**config.mk**
```make
export PLATFORM = sky130hd
export DESIGN_NAME = branch_predict_unit
export DESIGN_NICKNAME = d
export VERILOG_FILES = /design/src/rtl/branch_predict_unit.sv
export SDC_FILE = /design/constraint.sdc
export NUM_CORES = 2
export LEC_CHECK = 0
export CAP_MARGIN = 20
export CORE_MARGIN = 5
export CORE_UTILIZATION = 50
export DETAILED_ROUTE_END_ITERATION = 8
export HOLD_SLACK_MARGIN = 0.03
export PLACE_DENSITY = 0.68
export SETUP_SLACK_MARGIN = 0.15
export SYNTH_ARGS = -nofsm -noshare
export SYNTH_HDL_FRONTEND = slang
export SYNTH_SLANG_ARGS = --single-unit
```
**constraint.sdc**
```tcl
create_clock -name clk -period 17.35 [get_ports clk]
set_input_delay 3.47 -clock clk [delete_from_list [all_inputs] [get_ports clk]]
set_output_delay 3.47 -clock clk [all_outputs]
set_load 0.05 [all_outputs]
```
**src/rtl/branch_predict_unit.sv**
```systemverilog
// -----------------------------------------------------------------------------
// branch_predict_unit
//
// Fetch-side next-PC generator. It holds the fetch PC register and predicts
// every cycle from a direct-mapped branch target buffer (BTB). Each BTB entry
// has a 2-bit saturating direction counter. Branches resolved in execute have
// their actual target computed here. The unit flags mispredicts, redirects
// fetch, and trains the BTB.
//
// Optional feature: define BRANCH_STATS_EN to add two 32-bit event counters,
// stat_branches and stat_mispredicts.
//
// Parameters:
//   WordSize  width of PC, immediates, operands and targets
//   Entries   number of BTB entries (power of 2, >= 2)
//   ResetVec  PC loaded on reset
//
// Ports:
//   clk, rst             clock and asynchronous active-high reset
//   stall                hold the fetch PC (a mispredict overrides it)
//   pc                   current fetch PC (registered)
//   pred_taken           prediction for pc (BTB hit and counter MSB set)
//   pred_target          BTB target on a hit, otherwise pc+4
//   resolve_valid        a branch resolves this cycle
//   resolve_pc           PC of the resolving branch
//   addr_mode            0: resolve_pc+imm, 1: (imm+rs1d) with bit 0 cleared
//   branch_taken         actual direction of the branch
//   imm, rs1d            sign-extended immediate and rs1 data
//   resolve_pred_taken   direction predicted at fetch
//   resolve_pred_target  target predicted at fetch
//   branch_addr          computed target (combinational)
//   mispredict           redirect strobe (combinational)
//   stat_branches        [BRANCH_STATS_EN] resolved branch count
//   stat_mispredicts     [BRANCH_STATS_EN] mispredict count
// -----------------------------------------------------------------------------
module branch_predict_unit #(
    parameter int                   WordSize = 32,
    parameter int                   Entries  = 16,
    parameter logic [WordSize-1:0]  ResetVec = '0
) (
    input  logic                clk,
    input  logic                rst,
    input  logic                stall,
    output logic [WordSize-1:0] pc,
    output logic                pred_taken,
    output logic [WordSize-1:0] pred_target,
    input  logic                resolve_valid,
    input  logic [WordSize-1:0] resolve_pc,
    input  logic                addr_mode,
    input  logic                branch_taken,
    input  logic [WordSize-1:0] imm,
    input  logic [WordSize-1:0] rs1d,
    input  logic                resolve_pred_taken,
    input  logic [WordSize-1:0] resolve_pred_target,
    output logic [WordSize-1:0] branch_addr,
`ifdef BRANCH_STATS_EN
    output logic [31:0]         stat_branches,
    output logic [31:0]         stat_mispredicts,
`endif
    output logic                mispredict
);

    localparam int IdxBits = $clog2(Entries);
    localparam int TagBits = WordSize - IdxBits - 2;
    localparam logic [WordSize-1:0] Four = WordSize'(4);

    // Per-entry valid bits and counters are gathered into packed vectors
    // so that the lookup logic can index them.
    logic [Entries-1:0]      valid_vec;
    logic [Entries-1:0][1:0] cnt_vec;

    // Tags and targets have no reset, because the valid bits qualify them.
    logic [TagBits-1:0]  tag_mem    [Entries];
    logic [WordSize-1:0] target_mem [Entries];

    logic [WordSize-1:0] pc_reg;
    logic [WordSize-1:0] pc_next;

    // ---------------------------------------------------------------- fetch
    logic [IdxBits-1:0] fetch_idx;
    logic [TagBits-1:0] fetch_tag;
    logic               fetch_hit;
    logic [WordSize-1:0] pc_plus4;

    assign fetch_idx = pc_reg[IdxBits+1:2];
    assign fetch_tag = pc_reg[WordSize-1:IdxBits+2];
    assign fetch_hit = valid_vec[fetch_idx] && (tag_mem[fetch_idx] == fetch_tag);
    assign pc_plus4  = pc_reg + Four;

    assign pc          = pc_reg;
    assign pred_taken  = fetch_hit && cnt_vec[fetch_idx][1];
    assign pred_target = fetch_hit ? target_mem[fetch_idx] : pc_plus4;

    // -------------------------------------------------------------- resolve
    logic [WordSize-1:0] actual_npc;
    logic [IdxBits-1:0]  res_idx;
    logic [TagBits-1:0]  res_tag;
    logic                res_hit;

    // A register-relative target has bit 0 forced low, like JALR.
    assign branch_addr = addr_mode ? ((imm + rs1d) & ~WordSize'(1))
                                   : (resolve_pc + imm);
    assign actual_npc  = branch_taken ? branch_addr : (resolve_pc + Four);

    assign mispredict = resolve_valid &&
                        ((resolve_pred_taken != branch_taken) ||
                         (branch_taken && (resolve_pred_target != branch_addr)));

    assign res_idx = resolve_pc[IdxBits+1:2];
    assign res_tag = resolve_pc[WordSize-1:IdxBits+2];
    assign res_hit = valid_vec[res_idx] && (tag_mem[res_idx] == res_tag);

    // --------------------------------------------------------------- next pc
    always_comb begin
        pc_next = pc_plus4;
        if (mispredict) begin
            pc_next = actual_npc;
        end else if (stall) begin
            pc_next = pc_reg;
        end else if (pred_taken) begin
            pc_next = pred_target;
        end
    end

    always_ff @(posedge clk or posedge rst) begin
        if (rst) begin
            pc_reg <= ResetVec;
        end else begin
            pc_reg <= pc_next;
        end
    end

    // ------------------------------------------------------------- training
    function automatic logic [1:0] sat_update(input logic [1:0] c, input logic up);
        logic [1:0] r;
        r = c;
        if (up && (c != 2'b11)) begin
            r = c + 2'b01;
        end else if (!up && (c != 2'b00)) begin
            r = c - 2'b01;
        end
        return r;
    endfunction

    genvar gi;
    generate
        for (gi = 0; gi < Entries; gi++) begin : g_entry
            logic       valid_reg;
            logic [1:0] cnt_reg;
            logic       sel;

            assign sel = resolve_valid && (res_idx == IdxBits'(gi));

            always_ff @(posedge clk or posedge rst) begin
                if (rst) begin
                    valid_reg <= 1'b0;
                    cnt_reg   <= 2'b01;
                end else if (sel) begin
                    if (res_hit) begin
                        cnt_reg <= sat_update(cnt_reg, branch_taken);
                    end else if (branch_taken) begin
                        // A taken miss allocates the entry, replacing any occupant.
                        valid_reg <= 1'b1;
                        cnt_reg   <= 2'b10;
                    end
                end
            end

            assign valid_vec[gi] = valid_reg;
            assign cnt_vec[gi]   = cnt_reg;
        end
    endgenerate

    // A taken branch writes the target on both a hit and an allocation.
    // On a hit the tag write is a no-op, so one write path covers both cases.
    always_ff @(posedge clk) begin
        if (resolve_valid && branch_taken) begin
            tag_mem[res_idx]    <= res_tag;
            target_mem[res_idx] <= branch_addr;
        end
    end

`ifdef BRANCH_STATS_EN
    // ------------------------------------------------------------ statistics
    logic [31:0] branches_reg;
    logic [31:0] mispredicts_reg;

    always_ff @(posedge clk or posedge rst) begin
        if (rst) begin
            branches_reg    <= '0;
            mispredicts_reg <= '0;
        end else begin
            if (resolve_valid) begin
                branches_reg <= branches_reg + 32'd1;
            end
            if (mispredict) begin
                mispredicts_reg <= mispredicts_reg + 32'd1;
            end
        end
    end

    assign stat_branches    = branches_reg;
    assign stat_mispredicts = mispredicts_reg;
`endif

endmodule

```
==> reports/qor.yml <==
worst_setup_path_end_kind: "primary output"
path_common_cell: "clkdlybuf4s50_1"
synth_nets: 3399
cp.arrival_ns: 9.75
start_util_pct: 50.3
internal_power_mw: 4.73
worstReg2RegEnd: "pc[20]"
powerDensity_nw_per_um2: 120
ys_warn_count: 0
cts_buffers: 100
hold_path.class: "register to register"
grt_overflow: 0
fp.dieH_um: 328
synth_top_area_cell: "edfxtp_1"
hp-start: "g_entry[6].valid_reg"
clock_tree.root_cell: "clkbuf_16"
dr.pass1.iters: 6
irDropWorstVdd_mv: 0.0877
area_delta_synth_final_pct: 14.3
worstSetupPathType: "input pin to primary output"
crit_chain: "clkdlybuf4s50_1 -> ha_1 -> nand2_1 -> o21ai_0 -> o21ai_1 -> a21oi_1 -> mux2i_1 -> a211oi_2 -> xnor2_1 -> nor4_1 -> nand4_1 -> nor4_2 -> nor2_4 -> buf_4 -> clkdlybuf4s50_1"
ys_seq_area_share_pct: 59.3
clk_pin_slew_ns: 0.06
ys_async_sr_fraction_pct: 7.94
synth_area_leaders: "edfxtp_1, mux4_2, dfrtp_1, xnor2_1, mux2i_1"
p_leak_nw: 18.7
grt_pass1_wl_um: 233000
grt.total_usage_pct: 30.0
clock-sinks: 1008
drt_wl_total_um: 164000
grt_max_degree: 115
num_vias: 33022
setup_viol: 0
fin_worst_skew_ns: 0.0351
hpwl_um: 107000
drc_errors: 0
coreArea_um2: 100000
antenna_found_initial: 1
fillers: 7621
power.share.clock_pct: 31.3
avgSynthCellArea_um2: 15.8
synth_edf_count: 928
ant_nets: 0
critPathLaunchType: "input pin"
cts.path.max_buffers: 3
first_global_vias: 32563
rr_worst_depth: 12
reg2reg_slack_ns: 10.31
port-buffer-count: 232
regToRegStartpoint: "pc[2]"
rows: 116
nets: 3616
synthFlopType: "edfxtp_1"
dieArea_um2: 107000
critPathSlowestCell: "clkdlybuf4s50_1"
tritoncts: "built"
timing.critical_path.required_ns: 13.88
period_share_pct: 76.2
relSlewSlack_pct: 25.1
synth_top_cell_area_share_pct: 55.3
syn_inst: 3196
rsz0062_at_grt: "false"
whs_endpoint: "g_entry[6].valid_reg"
tightest_slew_ns: 1.12
h-tree-depth: 3
largest_reg_flops: 512
synth_cell_type_count: 95
max_flop_register: "target_mem"
die_width_um: 328
reg_top3: "target_mem (512), tag_mem (416)"
ys_ff_latch: 1008
drive_gt1_share_pct: 21.9
netlist_area_um2: 50400
status: "finished, final reports clean"
avgRoutedWirePerCell_um: 34.1
cts_hold_buf: 0
combinationalPowerShare_pct: 26.9
totalPowerFinal_mw: 6.94
hold_viol: 0
cts_resized: 0
postCtsSetupRepairBufs: 0
p_sw_share_pct: 31.9
timing.setup.tns_ns: 0
worstSkewPairLatency_ns: 0.69
fmax_mhz: 75.7
drt_first_iter_violations: 4163
ios: 233
finalCriticalPeriod_ns: 13.22
crit_fanout: 33
crit_path_max_incr_delay_ns: 0.93
maxCapViolations: 0
vias_per_cell: 6.89
drv_slew: 0
register_area_um2: 29900
multiInputGateArea_um2: 19600
whs_path_depth: 1
p_switching_mw: 2.21
power_frac_seq_pct: 41.7
place_congestion: 0.925
==> stage by stage <==
stage               utilization [%]  worst slack, ns  area, µm²  cells  hold WS [ns]
finish                         57.5             4.13      57600   4796         0.499
global route                   57.5             3.77      57600   4795         0.520
CTS                            57.5             4.19      57600   4792         0.500
detailed placement             54.2             4.20      54300   4606         0.486
global placement               54.2             4.30      54300   4605         0.471
floorplan                         -             5.30      50400   3196         0.455
==> layout make-up <==
type / instances / area share, %
multi-input combinational: 1928 / 33.9
inverter: 45 / 0.295
sequential: 1008 / 51.9
clock inverter: 66 / 1.13
tap: 1298 / 2.82
clock buffer: 120 / 4.53
timing repair buffer: 330 / 5.36
antenna: 1 / 0.00434
==> power groups by stage <==
stage                     Sequential [mW]  Combinational [mW]  Clock, mW
after floorplan                      2.92                1.18          0
after global placement               2.94                1.82          0
after detailed placement             2.94                1.84          0
after CTS                            2.89                1.85       2.19
after global routing                 2.90                1.95       2.29
final                                2.90                1.87       2.18
==> cells in the mapped netlist, types with 11 or more instances <==
| library cell | number |
|---|---|
| nand2_1 | 109 |
| buf_2 | 47 |
| ha_1 | 66 |
| o21bai_1 | 22 |
| o21a_1 | 15 |
| nor2b_1 | 11 |
| mux2i_1 | 95 |
| xor2_1 | 52 |
| nand3_1 | 76 |
| mux2_2 | 21 |
| or3_1 | 16 |
| dfstp_2 | 16 |
| o21ai_0 | 120 |
| nand4_1 | 41 |
| a21o_1 | 29 |
| buf_1 | 30 |
| xnor2_1 | 110 |
| nor2_1 | 215 |
| edfxtp_1 | 928 |
| a21oi_1 | 153 |
| and3_1 | 22 |
| and2_1 | 11 |
| a31oi_1 | 32 |
| nor4_1 | 12 |
| nor3_1 | 46 |
| o22ai_1 | 41 |
| clkbuf_1 | 118 |
| inv_1 | 43 |
| mux4_2 | 413 |
| a211oi_1 | 20 |
| dfrtp_1 | 64 |
==> layout by cell type (no fill, tap or decap), types with 16 or more instances in the layout <==
master / instances
o22ai_1: 41
buf_4: 94
a31oi_1: 32
clkbuf_16: 101
clkbuf_1: 18
a21oi_1: 151
nor2_1: 199
edfxtp_1: 928
mux4_2: 413
mux2_2: 21
a21o_1: 29
nand4_1: 41
o21bai_1: 22
ha_1: 66
clkinv_2: 22
or3_1: 16
nand3_1: 76
a211oi_1: 20
dfrtp_1: 60
dfstp_2: 16
xor2_1: 52
clkdlybuf4s50_1: 225
nor3_1: 46
and3_1: 22
xnor2_1: 110
clkinv_1: 23
o21ai_0: 117
nand2_1: 109
inv_1: 41
mux2i_1: 89
nor2_4: 18
==> logic make-up after synthesis <==
| kind of cell | share of synthesized area (%) |
|---|---|
| XOR/XNOR | 2.86 |
| AND/OR/NAND/NOR | 5.92 |
| adder cells (fa/ha/maj) | 1.72 |
| multiplexers | 20.8 |
| buffers and inverters | 2.32 |
| flip-flops | 59.3 |
| AO/OA/AOI/OAI | 7.07 |
==> worst max-delay path by stage <==
stage | start | end | slack (ns) | cells after the start
after floorplan | imm[0] | mispredict | 5.30 | 12
after global placement | resolve_pc[6] | mispredict | 4.30 | 15
after detailed placement | resolve_pc[6] | mispredict | 4.20 | 15
after CTS | resolve_pc[6] | mispredict | 4.19 | 15
after global routing | resolve_pc[6] | mispredict | 3.77 | 15
final | resolve_pc[6] | mispredict | 4.13 | 15
==> worst max-delay path: cells and delay by family <==
kind            cells  cell delay, ns
compound gates      4            1.62
xor+xnor            1            0.13
fa+ha+maj           1            0.74
buf+inv             3            2.12
mux                 1            0.16
simple gates        5            1.42
==> metal layers <==
layer	routed length, µm	global-route usage, %	vias up
li1	-	-	13449
met1	62600	42.1	17167
met2	77100	47.5	2133
met3	18200	6.54	271
met4	5680	9.53	2
met5	13	0	-
Power figures use the tool's default switching activity.
